[config.mk]
export PLATFORM = sky130hd
export DESIGN_NAME = register_load_arbiter
export DESIGN_NICKNAME = d
export VERILOG_FILES = /design/src/rtl/register_load_arbiter_pkg.sv /design/src/rtl/register_load_arbiter_rr_priority_picker.sv /design/src/rtl/register_load_arbiter.sv
export SDC_FILE = /design/constraint.sdc
export NUM_CORES = 1
export LEC_CHECK = 0
export CORE_UTILIZATION = 33
export CTS_BUF_LIST = sky130_fd_sc_hd__clkbuf_8
export DETAILED_ROUTE_END_ITERATION = 16
export GPL_TIMING_DRIVEN = 0
export SYNTH_ARGS = -nofsm -noshare
export SYNTH_HDL_FRONTEND = slang
export SYNTH_HIERARCHICAL = 1
export SYNTH_SLANG_ARGS = --single-unit
[constraint.sdc]
create_clock -name Clock -period 5.9 [get_ports Clock]
set_input_delay 0.59 -clock Clock [delete_from_list [all_inputs] [get_ports Clock]]
set_output_delay 0.59 -clock Clock [all_outputs]
set_load 0.005 [all_outputs]
[src/rtl/register_load_arbiter_pkg.sv]
// Shared types and helpers for the register load arbiter.
package register_load_arbiter_pkg;

  typedef enum logic [1:0] {
    ST_IDLE    = 2'd0,
    ST_SETUP   = 2'd1,
    ST_STROBE  = 2'd2,
    ST_RELEASE = 2'd3
  } state_e;

  localparam int unsigned N_DEF    = 4;
  localparam int unsigned NREQ_DEF = 4;
  localparam int unsigned NREG_DEF = 8;
  localparam int unsigned AW_DEF   = 3;

  function automatic int unsigned clog2(input int unsigned v);
    int unsigned r;
    r = 0;
    while ((32'd1 << r) < v) r = r + 1;
    return r;
  endfunction

endpackage

[src/rtl/register_load_arbiter_rr_priority_picker.sv]
// Round-robin picker: first requester at or after the pointer, wrapping at NREQ.
module rr_priority_picker #(
  parameter int unsigned NREQ = 4,
  parameter int unsigned PW   = 2
) (
  input  logic [NREQ-1:0] req,
  input  logic [PW-1:0]   ptr,
  output logic [NREQ-1:0] win_c,
  output logic            valid_c
);

  always_comb begin
    int unsigned j;
    win_c   = '0;
    valid_c = 1'b0;
    for (int unsigned i = 0; i < NREQ; i++) begin
      j = 32'(ptr) + i;
      if (j >= NREQ) j = j - NREQ;
      if (!valid_c && req[j]) begin
        win_c[j] = 1'b1;
        valid_c  = 1'b1;
      end
    end
  end

endmodule

[src/rtl/register_load_arbiter.sv]
// Arbitrates one write bus into a bank of edge-loaded registers with a
// setup / strobe / release sequence per write, round-robin between requesters.
module register_load_arbiter
  import register_load_arbiter_pkg::*;
#(
  parameter int unsigned N    = N_DEF,
  parameter int unsigned NREQ = NREQ_DEF,
  parameter int unsigned NREG = NREG_DEF,
  parameter int unsigned AW   = AW_DEF
) (
  input  logic              Clock,
  input  logic              Clear,
  input  logic [NREQ-1:0]   Req,
  input  logic [NREQ*AW-1:0] ReqAddr,
  input  logic [NREQ*N-1:0] ReqData,
  output logic [NREQ-1:0]   Ack,
  output logic              Err,
  output logic [NREQ-1:0]   Grant,
  output logic              Busy,
  output logic [N-1:0]      BusData,
  output logic [NREG-1:0]   LoadBus
);

  localparam int unsigned PW = (clog2(NREQ) > 0) ? clog2(NREQ) : 1;

  state_e          state_q, state_d;
  logic [PW-1:0]   ptr_q, ptr_d;
  logic [PW-1:0]   idx_q, idx_d;
  logic [AW-1:0]   addr_q, addr_d;
  logic [NREQ-1:0] grant_q, grant_d;
  logic [NREQ-1:0] ack_q, ack_d;
  logic            err_q, err_d;
  logic            busy_q, busy_d;
  logic [N-1:0]    bus_data_q, bus_data_d;
  logic [NREG-1:0] load_q, load_d;

  logic [NREQ-1:0] win_c;
  logic            win_valid_c;
  logic [PW-1:0]   win_idx_c;
  logic [AW-1:0]   win_addr_c;
  logic [N-1:0]    win_data_c;
  logic            addr_invalid_c;

  rr_priority_picker #(
    .NREQ (NREQ),
    .PW   (PW)
  ) u_picker (
    .req     (Req),
    .ptr     (ptr_q),
    .win_c   (win_c),
    .valid_c (win_valid_c)
  );

  // Index, address and data of the one-hot winner.
  always_comb begin
    win_idx_c  = '0;
    win_addr_c = '0;
    win_data_c = '0;
    for (int unsigned i = 0; i < NREQ; i++) begin
      if (win_c[i]) begin
        win_idx_c  = PW'(i);
        win_addr_c = ReqAddr[i*AW +: AW];
        win_data_c = ReqData[i*N +: N];
      end
    end
  end

  assign addr_invalid_c = (32'(addr_q) >= NREG);

  always_comb begin
    state_d    = state_q;
    ptr_d      = ptr_q;
    idx_d      = idx_q;
    addr_d     = addr_q;
    grant_d    = grant_q;
    bus_data_d = bus_data_q;
    ack_d      = '0;
    err_d      = 1'b0;
    load_d     = '0;
    case (state_q)
      ST_IDLE: begin
        grant_d = '0;
        if (win_valid_c) begin
          state_d    = ST_SETUP;
          grant_d    = win_c;
          idx_d      = win_idx_c;
          addr_d     = win_addr_c;
          bus_data_d = win_data_c;
        end
      end
      ST_SETUP: begin
        state_d = ST_STROBE;
        // Out-of-range addresses match no bit, so nothing is strobed.
        for (int unsigned r = 0; r < NREG; r++) begin
          load_d[r] = (32'(addr_q) == r);
        end
      end
      ST_STROBE: begin
        state_d = ST_RELEASE;
        ack_d   = grant_q;
        err_d   = addr_invalid_c;
      end
      ST_RELEASE: begin
        state_d = ST_IDLE;
        grant_d = '0;
        ptr_d   = (idx_q == PW'(NREQ - 1)) ? '0 : idx_q + PW'(1);
      end
      default: state_d = ST_IDLE;
    endcase
    busy_d = (state_d != ST_IDLE);
  end

  always_ff @(posedge Clock or posedge Clear) begin
    if (Clear) begin
      state_q    <= ST_IDLE;
      ptr_q      <= '0;
      idx_q      <= '0;
      addr_q     <= '0;
      grant_q    <= '0;
      ack_q      <= '0;
      err_q      <= 1'b0;
      busy_q     <= 1'b0;
      bus_data_q <= '0;
      load_q     <= '0;
    end else begin
      state_q    <= state_d;
      ptr_q      <= ptr_d;
      idx_q      <= idx_d;
      addr_q     <= addr_d;
      grant_q    <= grant_d;
      ack_q      <= ack_d;
      err_q      <= err_d;
      busy_q     <= busy_d;
      bus_data_q <= bus_data_d;
      load_q     <= load_d;
    end
  end

  assign Ack     = ack_q;
  assign Err     = err_q;
  assign Grant   = grant_q;
  assign Busy    = busy_q;
  assign BusData = bus_data_q;
  assign LoadBus = load_q;

endmodule

==> reports/qor.csv, run 1 <==
metric,value,unit
"Slew Viols, Final",0,
Synth Area in Adders,8.87,%
die width,76.5,µm
syn_nets,235,
Mapped Area,1830,µm²
CTS max path bufs,2,
"commonest non-fill, non-tap cell in the layout",clkdlybuf4s50_1,
core footprint,5240,µm²
"FFs w/ async S/R, synth",100,%
first-pass GRT wire length,7070,µm
P_leak,1.09,nW
# IOs,56,
clk sinks,30,
hold buffers post-CTS,0,
Synth cell types,36,
synthesized area per cell,9.75,µm²
largest family of logic cells by synthesized area,simple AND/OR/NAND/NOR gates,
critical path capture point type,register,
clk slew on worst S/H paths,0.06,ns
via count,1588,
remaining global-route overflow,0,
root buffer cell,clkbuf_8,
1st-iter DRT viols,64,
setup TNS,0,ns
Final Hold Fails,0,
fillcell total,492,
Placement Rows,26,
worst-path maximum fanout,9,
relative slew slack,26.7,%
via/cell ratio,4.98,
status,"finished, final reports clean",
Final Net Count,296,
Buffers on Ports,54,
synth warn,6,
Initial Util,35.0,%
CP startpoint kind,register,
simple-gate share of the synthesized area,20.3,%
"EDFF count, synth",0,
Final Core Density,49.1,%
initial antenna violation count,0,
Max VDD drop,0.206,mV
layout cells sized above 1,10.4,%
# resized after CTS,0,
Syn Inst Count,188,
CTS buffer count,5,
Die Y,76.5,µm
H-tree lvl count,2,
hpwl dp,3070,µm
Worst EP arrival,3.54,ns
period utilization,57.2,%
count of final setup violators,0,
Die ar.,5860,µm²
drt drc,0,
Max-cap violations,0,
Least-Margin Pin Slew,1.10,ns
Synth Area in Compound Gates,18.6,%
Tmin final,3.38,ns
clk_lat worst skew,0.27,ns
WP data required,6.06,ns
HP Class,reg2reg,
DR WL/cell,13.0,µm
RSZ-0062 raised after global routing,no,
Clock Skews,0.00622,ns
Routability Congestion,0.815,
DR pass1 iterations,5,
Routed WL,4140,µm
post-synthesis mux area share,6.28,%
XOR/XNOR share of the synthesized area,0,%
maximum clock rate,0.296,GHz
CTS tree,built,
most frequent cells in the layout,"clkdlybuf4s50_1 (54), dfrtp_1 (30), nand2_1 (24)",
vias in the first global route,1528,
ys flop type,dfrtp_1,
register area share after synthesis,41.0,%
pin count of the biggest net entering global routing,31,
diode count,0,
number of routed nets with antenna violations,0,
postcts setup bufs,0,
area delta synth->final,40.4,%
#FFs+latches synth,30,
GRT Util Overall,15.1,%
Setup CP Type,reg2reg,
pwr dens,533,nW/µm²
[path summary, 6_finish.rpt]
| kind | endpoint | cells past startpoint | start | slack, ns |
|---|---|---|---|---|
| max | addr_q[0] | 11 | ptr_q[1] | 2.52 |
| min | Grant[0] | 2 | Grant[0] | 0.49 |
| max reg2reg | addr_q[0] | 11 | ptr_q[1] | 2.52 |
| min reg2reg | Grant[0] | 2 | Grant[0] | 0.49 |
| max in group asynchronous | LoadBus[4] | 2 | Clear | 4.34 |
| min in group asynchronous | state_q[1] | 2 | Clear | 0.90 |
[cells by family after synthesis]
| logic type | after synthesis |
|---|---|
| multiplexers | 11 |
| AND/OR/NAND/NOR | 70 |
| AO/OA/AOI/OAI | 46 |
| buffers and inverters | 17 |
| flip-flops | 30 |
| other | 1 |
| adder cells (fa/ha/maj) | 13 |
[sequential cells by signal (all words and copies together), names as in the netlist, 2 cells and up]
signal   cells
BusData      4
ptr_q        2
LoadBus      8
state_q      2
Ack          4
Grant        4
idx_q        2
addr_q       3
[final cells by class]
class                      instances  area, µm²  share of cell area (%)
multi-input combinational        141        996                    38.7
sequential                        30        751                    29.2
timing repair buffer              54        541                    21.0
tap                               70       87.6                    3.40
clock buffer                       6       82.6                    3.21
buffer                            11       63.8                    2.48
clock inverter                     1       30.0                    1.17
inverter                           6       22.5                   0.875
[cell usage after synthesis, types with 2 or more instances]
cell / count / area share [%]
dfrtp_1: 30 / 41
nand2_1: 24 / 4.9
nor2_1: 15 / 3.1
ha_1: 13 / 8.9
a21oi_1: 9 / 2.5
nand3b_1: 8 / 3.3
o22ai_1: 8 / 2.7
mux2i_1: 7 / 3.8
nand2b_1: 7 / 2.4
a221o_2: 6 / 3.7
inv_1: 6 / 1.2
o21ai_0: 6 / 1.6
o22a_1: 6 / 2.9
and2_1: 5 / 1.7
a211oi_1: 4 / 1.6
clkbuf_1: 4 / 0.82
o2bb2ai_1: 4 / 1.9
buf_2: 3 / 0.82
mux2_2: 3 / 1.8
nor3_1: 3 / 0.82
buf_6: 2 / 1.2
[routing by layer]
layer / up-vias / GRT usage (%) / part of all wire [%]
li1: 796 / - / -
met3: 4 / 3.23 / 4.8
met4: 0 / 4.62 / 0.65
met1: 736 / 19.5 / 47
met2: 52 / 25.1 / 47
met5: - / 0 / 0
[report_power, final]
group / internal, mW / switching (mW) / leakage (nW)
Sequential: 0.285 / 0.0558 / 0.378
Combinational: 0.394 / 0.433 / 0.658
Clock: 0.135 / 0.0706 / 0.0573
[through the flow]
step | power (mW) | hold WS [ns] | worst slack (ns) | cell area, µm² | cells
after CTS | 1.38 | 0.499 | 2.55 | 2570 | 319
after global placement | 1.17 | 0.472 | 2.58 | 2460 | 312
final | 1.37 | 0.490 | 2.52 | 2570 | 319
after global routing | 1.50 | 0.521 | 2.27 | 2570 | 319
after detailed placement | 1.18 | 0.485 | 2.56 | 2460 | 312
after floorplan | 0.914 | 0.454 | 3.02 | 1830 | 188
[critical path, stage by stage (launching register included)]
cell	delay (ns)
dfrtp_1	0.42
buf_2	0.22
inv_1	0.11
ha_1	0.30
buf_6	0.12
mux2i_1	0.36
mux2_2	0.28
a211oi_1	0.09
o2bb2ai_1	0.65
nor4b_4	0.18
a221o_2	0.38
o22a_1	0.16
Power figures use the tool's default switching activity.
==> inputs of run 2 (changes only) <==
Clock period 5.9 ns to 3.53 ns, I/O delays scaled along.
==> run 2 against run 1 <==
Sequential share of layout area shrank 0.071 points. Clock skew grew 0.0010 ns. Hold slack is the same. Largest cell class unchanged.
==> reports/qor.csv, run 2 (same netlist as run 1, synthesis figures left out) <==
metric,value,unit
status,"finished, final reports clean",
count of final setup violators,0,
clk slew on worst S/H paths,0.06,ns
area delta synth->final,40.8,%
Clock Skews,0.00725,ns
Die ar.,5860,µm²
CTS buffer count,5,
met1 GRT Util,19.5,%
family with the most delay on the worst path,buffers and inverters,
1st-iter DRT viols,63,
Routability Congestion,0.815,
core footprint,5240,µm²
Final Net Count,296,
clk sinks,30,
HP Class,reg2reg,
CP Buf/Inv Count,5,
Least-Margin Pin Slew,1.10,ns
H-tree lvl count,2,
CP startpoint kind,register,
pwr dens,893,nW/µm²
pin count of the biggest net entering global routing,31,
RSZ-0062 raised after global routing,no,
Final Hold Fails,0,
setup TNS,0,ns
drt drc,0,
Initial Util,35.0,%
Hold Path End,Grant[0],
sw frac,40.8,%
"commonest non-fill, non-tap cell in the layout",clkdlybuf4s50_1,
"Slew Viols, Final",0,
placed cells,312,
Post-Layout Cell Count,319,
Die Y,76.5,µm
remaining global-route overflow,0,
r2r setup slk,0.27,ns
sw power,0.940,mW
root buffer cell,clkbuf_8,
crit-path cells,buf_2 > inv_1 > ha_1 > buf_6 > or3b_1 > a2111o_1 > nand3_2 > o2bb2ai_1 > buf_2 > buf_1 > a21oi_1 > o22a_2,
fillcell total,491,
relative slew slack,26.5,%
most frequent cells in the layout,"clkdlybuf4s50_1 (54), dfrtp_1 (30), nand2_1 (24)",
Critical Path Max Stage Delay,0.43,ns
Reg area,751,µm²
Max VDD drop,0.345,mV
clk_lat worst skew,0.27,ns
met2 Use GR,25.1,%
Worst EP arrival,3.42,ns
via/cell ratio,4.98,
worst-path maximum fanout,10,
via count,1590,
Placement Rows,26,
hold buffers post-CTS,0,
number of flip-flops in the largest register,8,
hpwl dp,3070,µm
combinational share of power,60.4,%
GRT Util Overall,15.1,%
CTS max path bufs,2,
Routed WL,4130,µm
met3 usage in global routing,3.23,%
Max-cap violations,0,
path depth of the worst reg2reg path,12,
period utilization,92.2,%
initial antenna violation count,0,
DR WL/cell,12.9,µm
Buffers on Ports,54,
maximum clock rate,0.307,GHz
P_leak,1.10,nW
first-pass GRT wire length,7070,µm
footprint of the multi-input gates,1000,µm²
number of routed nets with antenna violations,0,
# IOs,56,
Seq pwr share,24.7,%
GRT Max-Usage Layer,met2,
worst hold start,Grant[0],
worst r2r src,ptr_q[1],
reg2reg end,BusData[1],
Critical Path Slowest Stage Cell,buf_1,
WP data required,3.69,ns
postcts setup bufs,0,
vias in the first global route,1528,
internal cell power,1.36,mW
CTS tree,built,
DR pass1 iterations,5,
Tmin final,3.26,ns
layout cells sized above 1,10.8,%
Most Frequent Cell on Critical Path,buf_2,
critical path capture point type,register,
diode count,0,
Setup CP Type,reg2reg,
die width,76.5,µm
Cells on Worst Hold Path,2,
clock share of power,14.9,%
## run 2: timing repair
action | in CTS | in global routing
endpoints found under the setup margin | 0 | 8
gates resized for setup | 0 | 1
hold endpoints to repair | 0 | 0
## run 2: worst max-delay path by stage
stage / endpoint / startpoint / slack, ns / cells past startpoint
after global placement: addr_q[0] / ptr_q[1] / 0.21 / 11
final: BusData[1] / ptr_q[1] / 0.27 / 12
after detailed placement: addr_q[0] / ptr_q[1] / 0.19 / 11
after global routing: BusData[1] / ptr_q[1] / 0.08 / 12
after CTS: addr_q[0] / ptr_q[1] / 0.18 / 11
after floorplan: BusData[1] / ptr_q[1] / 0.65 / 12
## run 2: through the flow
stage | power [mW] | setup slack (ns) | cell area (µm²) | hold WS (ns) | util (%)
global placement | 1.95 | 0.211 | 2460 | 0.472 | 47.0
global route | 2.51 | 0.0764 | 2580 | 0.521 | 49.3
CTS | 2.31 | 0.175 | 2570 | 0.499 | 49.1
finish | 2.30 | 0.274 | 2580 | 0.490 | 49.3
detailed placement | 1.96 | 0.190 | 2460 | 0.485 | 47.0
floorplan | 1.53 | 0.651 | 1830 | 0.444 | -
## run 2: worst min-delay path, delay by kind of cell, from the launching register on
kind,cells,cell delay (ns)
flops,1,0.35
simple gates,1,0.05
compound gates,1,0.06
## run 2: layout make-up
cell class	count	share of cell area (%)
Buffer	11	2.47
Clock buffer	6	3.20
Clock inverter	1	1.16
Inverter	6	0.873
Multi-Input combinational cell	141	38.8
Sequential cell	30	29.1
Tap cell	70	3.39
Timing Repair Buffer	54	21.0
## run 2: power groups by stage
stage / registers, mW / logic, mW / clock network [mW]
final: 0.569 / 1.39 / 0.344
after global routing: 0.591 / 1.55 / 0.372
after CTS: 0.571 / 1.39 / 0.352
after detailed placement: 0.575 / 1.39 / 0
after global placement: 0.574 / 1.37 / 0
after floorplan: 0.566 / 0.962 / 0
## run 2: layer usage
metal | vias to the layer above | part of all wire (%) | wire length (µm)
met5 | - | 0 | 0
li1 | 796 | - | -
met1 | 739 | 47 | 1930
met2 | 51 | 47 | 1960
met4 | 0 | 0.65 | 27
met3 | 4 | 5.1 | 212
